--- src/rtl/gate_id_pkg.sv ---
// rtl/gate_id_pkg.sv - shared gate codes, truth-table constants and FSM states for gate identification
package gate_id_pkg;

  localparam logic [2:0] GATE_AND     = 3'd0;
  localparam logic [2:0] GATE_OR      = 3'd1;
  localparam logic [2:0] GATE_NAND    = 3'd2;
  localparam logic [2:0] GATE_NOR     = 3'd3;
  localparam logic [2:0] GATE_XOR     = 3'd4;
  localparam logic [2:0] GATE_XNOR    = 3'd5;
  localparam logic [2:0] GATE_UNKNOWN = 3'd7;

  // Bit i holds the gate output for inputs {a,b} = i.
  localparam logic [3:0] TT_AND  = 4'b1000;
  localparam logic [3:0] TT_OR   = 4'b1110;
  localparam logic [3:0] TT_NAND = 4'b0111;
  localparam logic [3:0] TT_NOR  = 4'b0001;
  localparam logic [3:0] TT_XOR  = 4'b0110;
  localparam logic [3:0] TT_XNOR = 4'b1001;

  typedef enum logic [1:0] {
    ST_IDLE   = 2'd0,
    ST_SETTLE = 2'd1,
    ST_SAMPLE = 2'd2,
    ST_REPORT = 2'd3
  } state_e;

endpackage

--- src/rtl/gate_tt_decoder.sv ---
// rtl/gate_tt_decoder.sv - combinational truth table to gate code classifier
module gate_tt_decoder
  import gate_id_pkg::*;
(
  input  logic [3:0] tt_i,
  output logic [2:0] gate_code_o,
  output logic       gate_valid_o
);

  always_comb begin
    gate_code_o  = GATE_UNKNOWN;
    gate_valid_o = 1'b1;
    case (tt_i)
      TT_AND:  gate_code_o = GATE_AND;
      TT_OR:   gate_code_o = GATE_OR;
      TT_NAND: gate_code_o = GATE_NAND;
      TT_NOR:  gate_code_o = GATE_NOR;
      TT_XOR:  gate_code_o = GATE_XOR;
      TT_XNOR: gate_code_o = GATE_XNOR;
      default: gate_valid_o = 1'b0;
    endcase
  end

endmodule

--- src/rtl/gate_identifier.sv ---
// rtl/gate_identifier.sv - probes an external 2-input gate with all input pairs and classifies it
module gate_identifier
  import gate_id_pkg::*;
#(
  parameter int SETTLE_CYCLES = 1
) (
  input  logic       clk,
  input  logic       rst_n,
  input  logic       start,
  input  logic       dut_y,
  output logic       probe_a,
  output logic       probe_b,
  output logic       busy,
  output logic       done,
  output logic [3:0] truth_table,
  output logic [2:0] gate_code,
  output logic       gate_valid
);

  localparam logic [3:0] SETTLE_LAST = (SETTLE_CYCLES == 0) ? 4'd0 : 4'(SETTLE_CYCLES - 1);
  // With no settle time each probe goes straight to sampling.
  localparam state_e AFTER_PROBE = (SETTLE_CYCLES == 0) ? ST_SAMPLE : ST_SETTLE;

  state_e     state_q, state_d;
  logic [1:0] index_q, index_d;
  logic [3:0] cnt_q, cnt_d;
  logic [2:0] shadow_q, shadow_d;
  logic [1:0] probe_q, probe_d;
  logic       busy_q, busy_d;
  logic       done_q, done_d;
  logic [3:0] tt_q, tt_d;
  logic [2:0] code_q, code_d;
  logic       valid_q, valid_d;

  logic [3:0] final_tt;
  logic [2:0] dec_code;
  logic       dec_valid;

  assign final_tt = {dut_y, shadow_q};

  gate_tt_decoder u_decoder (
    .tt_i        (final_tt),
    .gate_code_o (dec_code),
    .gate_valid_o(dec_valid)
  );

  always_comb begin
    state_d  = state_q;
    index_d  = index_q;
    cnt_d    = cnt_q;
    shadow_d = shadow_q;
    probe_d  = probe_q;
    busy_d   = busy_q;
    done_d   = 1'b0;
    tt_d     = tt_q;
    code_d   = code_q;
    valid_d  = valid_q;
    case (state_q)
      ST_IDLE: begin
        if (start) begin
          state_d  = AFTER_PROBE;
          index_d  = 2'd0;
          probe_d  = 2'd0;
          cnt_d    = 4'd0;
          shadow_d = 3'd0;
          busy_d   = 1'b1;
        end
      end
      ST_SETTLE: begin
        if (cnt_q == SETTLE_LAST) begin
          state_d = ST_SAMPLE;
        end else begin
          cnt_d = cnt_q + 4'd1;
        end
      end
      ST_SAMPLE: begin
        if (index_q != 2'd3) begin
          shadow_d[index_q] = dut_y;
          index_d = index_q + 2'd1;
          probe_d = index_q + 2'd1;
          cnt_d   = 4'd0;
          state_d = AFTER_PROBE;
        end else begin
          // Last vector: publish straight from the completed table so REPORT is a single cycle.
          tt_d    = final_tt;
          code_d  = dec_code;
          valid_d = dec_valid;
          done_d  = 1'b1;
          busy_d  = 1'b0;
          probe_d = 2'd0;
          state_d = ST_REPORT;
        end
      end
      ST_REPORT: begin
        state_d = ST_IDLE;
      end
      default: state_d = ST_IDLE;
    endcase
  end

  always_ff @(posedge clk) begin
    if (!rst_n) begin
      state_q  <= ST_IDLE;
      index_q  <= 2'd0;
      cnt_q    <= 4'd0;
      shadow_q <= 3'd0;
      probe_q  <= 2'd0;
      busy_q   <= 1'b0;
      done_q   <= 1'b0;
      tt_q     <= 4'b0000;
      code_q   <= GATE_UNKNOWN;
      valid_q  <= 1'b0;
    end else begin
      state_q  <= state_d;
      index_q  <= index_d;
      cnt_q    <= cnt_d;
      shadow_q <= shadow_d;
      probe_q  <= probe_d;
      busy_q   <= busy_d;
      done_q   <= done_d;
      tt_q     <= tt_d;
      code_q   <= code_d;
      valid_q  <= valid_d;
    end
  end

  assign probe_a     = probe_q[1];
  assign probe_b     = probe_q[0];
  assign busy        = busy_q;
  assign done        = done_q;
  assign truth_table = tt_q;
  assign gate_code   = code_q;
  assign gate_valid  = valid_q;

endmodule

--- config.mk ---
export PLATFORM = sky130hd
export DESIGN_NAME = gate_identifier
export DESIGN_NICKNAME = d
export VERILOG_FILES = /design/src/rtl/gate_id_pkg.sv /design/src/rtl/gate_tt_decoder.sv /design/src/rtl/gate_identifier.sv
export SDC_FILE = /design/constraint.sdc
export NUM_CORES = 1
export LEC_CHECK = 0
export CAP_MARGIN = 25
export CORE_MARGIN = 2
export CORE_UTILIZATION = 35
export DETAILED_ROUTE_END_ITERATION = 12
export GPL_TIMING_DRIVEN = 0
export SYNTH_ARGS = -nofsm -noshare
export SYNTH_HDL_FRONTEND = slang
export SYNTH_SLANG_ARGS = --single-unit
export TNS_END_PERCENT = 5
--- constraint.sdc ---
create_clock -name clk -period 1.9 [get_ports clk]
set_input_delay 0.285 -clock clk [delete_from_list [all_inputs] [get_ports clk]]
set_output_delay 0.285 -clock clk [all_outputs]
set_load 0.02 [all_outputs]
==> Flow_metrics.wiki <==
{| class="wikitable"
! Metric !! Value
|-
| Sequential fraction of the synthesis area || between 40% and 50%
|-
| Slew at the pin closest to its max-slew limit || roughly 0.47 ns
|-
| Capturing point of the worst reg2reg path || cnt_q[2]
|-
| Row count || 20
|-
| Number of warnings issued by yosys || 0
|-
| Post-DRT Antenna Nets || 0
|-
| Biggest cell delay along the critical path || between 0.6 and 0.7 ns
|-
| Finished layout cell area || roughly 1300 sq um
|-
| Initial antenna violation count || 0
|-
| Number of synthesized register bits || 23
|-
| Final sum of negative setup slack || 0 ns
|-
| Startpoint-to-endpoint class of the critical path || reg -> out
|-
| RSZ-0062 raised after global routing || false
|-
| Total global routing overflow || 0
|-
| Element type at the critical path end || output pin
|-
| Number of post-CTS setup repair buffers || 0
|-
| Clock share of power || roughly 28%
|-
| Estimated wirelength of the detail-placed design || 1.69 mm
|-
| Top achievable clock speed || ~640 MHz
|-
| WP buf/inv || 1
|-
| Kind of cell adding the most delay to the critical path || buffers and inverters
|-
| Arrival time reported for the critical path endpoint || between 1 and 1.5 ns
|-
| Tot GR Track Use || between 10 and 15%
|-
| Master cell of the clock root buffer || sky130_fd_sc_hd__clkbuf_4
|-
| Drt first pass iters || 4
|-
| DRC errors left || 0
|-
| First DRT Iteration DRCs || 35
|-
| Internal power consumption || between 600 and 700 uW
|-
| Post-layout total power || 818 uW
|-
| Crit path max fanout || 3
|-
| Antenna fix cells || 0
|-
| Die Ht || between 60 and 70 um
|-
| Unique cell type count in the Yosys netlist || 33
|-
| # Max-Cap Violations || 0
|-
| Worst hold slack across all endpoints || roughly 0.46 ns
|-
| Total vias in the final route || approximately 950
|-
| Vias per inst || 4.94
|-
| Met3 demand-to-capacity share in global routing || under 10%
|-
| Post-route non-filler standard cell count || between 150 and 200
|-
| Clock transition at the registers of the reported paths || between 0.1 and 0.15 ns
|-
| Sequential Power Share || 60.7%
|-
| Count of port buffers added during placement || 15
|-
| Slowest stage cell on the critical path || sky130_fd_sc_hd__clkdlybuf4s50_1
|-
| Total nets after synthesis || around 140
|-
| Wire length of the first global-routing pass || 3.97 mm
|-
| Switching Share || about 25%
|-
| Total die area || ~3600 sq um
|-
| Syn-to-layout area delta || 21.0%
|-
| Required @ worst endpoint || approximately 1.6 ns
|-
| Status || complete, no violations
|-
| Grt met2 use || roughly a quarter
|-
| Crit path launch || busy
|-
| Number of buffers on the longest clock path || 2
|-
| Worst R2R Setup Slack || about 0.37 ns
|-
| Fin. max-slew vios || 0
|-
| Shortest period the worst path allows || between 1.5 and 2 ns
|-
| Cell chain of the critical path || clkdlybuf4s50_1
|-
| Average wire per standard cell || 11.8 um
|-
| Launch point of the worst reg-to-reg path || index_q[0]
|-
| Fraction of layout cells with a size suffix above 1 || approximately 8.1%
|-
| Count of clock tree sinks || 23
|-
| Largest net degree at the start of global routing || 13
|-
| Syn Std Cell Area || around 1100 sq um
|-
| Power share of the combinational group || 11.3%
|-
| Max_slew headroom || roughly 70%
|-
| CTS tree || built
|-
| Final setup violation count || 0
|-
| Cts bufs inserted || 3
|-
| Mapped Cells || 129
|-
| Final WS setup || around 0.34 ns
|-
| Core area || 3030 sq um
|-
| Top-Level Pins || 16
|-
| CTS hold repair buffers || 0
|-
| Clock insertion delay at the later pin of the skew report || 0.31 ns
|-
| Placement-stage worst setup slack || around 0.14 ns
|-
| Met1 layer usage reported by global route || 16.7%
|-
| Type of the most critical hold path || reg -> reg
|-
| Type of element launching the critical path || register
|-
| Switching power total || between 200 and 250 uW
|-
| Mapped Avg Cell Area || 8.54 sq um
|-
| Fill cell total of the finished layout || between 300 and 400
|-
| Number of levels the H-tree was split into || 1
|-
| Static Leakage || roughly 0.49 nW
|-
| Area after detailed placement || 1310 sq um
|-
| Starting density of the core || a little over a third
|-
| Critical path depth || 1
|-
| Busiest metal layer after global routing || met2
|-
| Number of nets in the final layout || about 160
|-
| Setup Skew || roughly 0.0036 ns
|-
| PostCTS Resize Cnt || 0
|-
| Final critical-path share of the clock period || 82.2%
|-
| Worst-case vdd ir drop || about 280 uV
|-
| Power per Cell Area || 614 nW/um^2
|-
| Hold violation total from the final report || 0
|-
| Horizontal extent of the die || 60.1 um
|-
| Number of cells traversed by the worst register-to-register path || 5
|-
| Sum of routed wire length over all layers || approximately 2.3 mm
|-
| Utilization after layout || ~44%
|-
| Cell count after placement || 188
|-
| Number of global-route vias before repair || roughly 950
|-
| Crit path to || busy
|-
| Gp weighted congestion || slightly below 0.8
|}
[layout make-up]
type,instances,area [sq um],share of cell area (%)
flip-flops and latches,23,460,34.6
plain buffers,4,27.5,2.07
inverters,8,30.0,2.25
repair buffers,15,150,11.3
well taps,44,55.1,4.13
multi-input cells,94,583,43.8
clock buffers,4,26.3,1.97
[power groups by stage]
stage	Combinational [mW]	Clock, mW	Sequential, mW
2_1_floorplan	0.0588	0	0.510
3_3_place_gp	0.0902	0	0.506
3_5_place_dp	0.0920	0	0.507
4_1_cts	0.0924	0.236	0.496
5_1_grt	0.101	0.259	0.498
6_report	0.0922	0.230	0.496
[cell usage in the layout, fill, tap and decap left out, types with 2 or more instances in the layout]
cell type | Yosys | final
sky130_fd_sc_hd__a21oi_1 | 14 | 14
sky130_fd_sc_hd__and2_1 | 2 | 2
sky130_fd_sc_hd__clkbuf_1 | 1 | 2
sky130_fd_sc_hd__clkbuf_4 | 0 | 3
sky130_fd_sc_hd__clkdlybuf4s50_1 | 0 | 15
sky130_fd_sc_hd__dfxtp_1 | 23 | 23
sky130_fd_sc_hd__ha_1 | 6 | 6
sky130_fd_sc_hd__inv_1 | 7 | 7
sky130_fd_sc_hd__mux2i_1 | 4 | 4
sky130_fd_sc_hd__nand2_1 | 24 | 24
sky130_fd_sc_hd__nand3_1 | 3 | 3
sky130_fd_sc_hd__nor2_1 | 10 | 10
sky130_fd_sc_hd__nor2b_1 | 3 | 3
sky130_fd_sc_hd__nor3_1 | 2 | 2
sky130_fd_sc_hd__o21ai_0 | 8 | 8
sky130_fd_sc_hd__o31ai_1 | 2 | 2
sky130_fd_sc_hd__o41ai_1 | 2 | 2
[cells in the mapped netlist]
master                      number  area, sq um
sky130_fd_sc_hd__nor3b_2         1         12.5
sky130_fd_sc_hd__o31ai_1         2         15.0
sky130_fd_sc_hd__or2b_1          1         7.51
sky130_fd_sc_hd__and4_4          1         11.3
sky130_fd_sc_hd__buf_4           1         7.51
sky130_fd_sc_hd__nor3_4          1         16.3
sky130_fd_sc_hd__ha_1            6         75.1
sky130_fd_sc_hd__dfxtp_1        23          460
sky130_fd_sc_hd__nand2b_4        1         13.8
sky130_fd_sc_hd__o31a_1          1         8.76
sky130_fd_sc_hd__nor2_1         10         37.5
sky130_fd_sc_hd__nand2_1        24         90.1
sky130_fd_sc_hd__and2_1          2         12.5
sky130_fd_sc_hd__or2_0           1         6.26
sky130_fd_sc_hd__a2111oi_0       1         8.76
sky130_fd_sc_hd__nand4b_1        1         8.76
sky130_fd_sc_hd__a22oi_1         1         7.51
sky130_fd_sc_hd__buf_2           1         5.00
sky130_fd_sc_hd__buf_6           1         11.3
sky130_fd_sc_hd__o22ai_1         1         6.26
sky130_fd_sc_hd__o41ai_1         2         17.5
sky130_fd_sc_hd__clkbuf_1        1         3.75
sky130_fd_sc_hd__a2bb2oi_1       1         8.76
sky130_fd_sc_hd__nor2b_1         3         18.8
sky130_fd_sc_hd__a21oi_1        14         70.1
sky130_fd_sc_hd__nor3_1          2         10.0
sky130_fd_sc_hd__inv_2           1         3.75
sky130_fd_sc_hd__a21oi_4         1         16.3
sky130_fd_sc_hd__o221ai_1        1         8.76
sky130_fd_sc_hd__inv_1           7         26.3
sky130_fd_sc_hd__o21ai_0         8         40.0
sky130_fd_sc_hd__nand3_1         3         15.0
sky130_fd_sc_hd__mux2i_1         4         40.0
[cell families after synthesis]
group	after synthesis	synth area share [%]
AOI/OAI and AO/OA	33	18.9
adders and majority gates	6	6.82
muxes	4	3.64
buffers and inverters	12	5.23
and+or+nand+nor	51	23.6
DFF	23	41.8
[sequential cells by signal (all words and copies together) (netlist names)]
signal,count
gate_code,3
gate_valid,1
index_q,2
shadow_q,3
state_q,2
probe_q,2
cnt_q,4
truth_table,4
done,1
busy,1
[worst register-to-register path, delay by kind of cell, from the launching register on]
kind	cells	cell delay, ns
adders and majority gates	1	0.27
and+or+nand+nor	2	0.50
AOI/OAI and AO/OA	2	0.28
DFF	1	0.38
[worst min path at each step]
stage,from,to,slack [ns],cells after the start
after detailed placement,gate_valid,gate_valid,0.45,2
after global placement,gate_valid,gate_valid,0.45,2
after CTS,gate_valid,gate_valid,0.47,2
final,gate_valid,gate_valid,0.46,2
after floorplan,rst_n,gate_code[2],0.36,1
after global routing,truth_table[2],truth_table[2],0.50,2
[metal layers]
layer  vias to the layer above  routed length [um]
met5                         -                   0
met3                         5                  87
met2                        19                1050
met4                         0                  51
li1                        484                   -
met1                       440                1080
(Power assumes the default switching activity.)
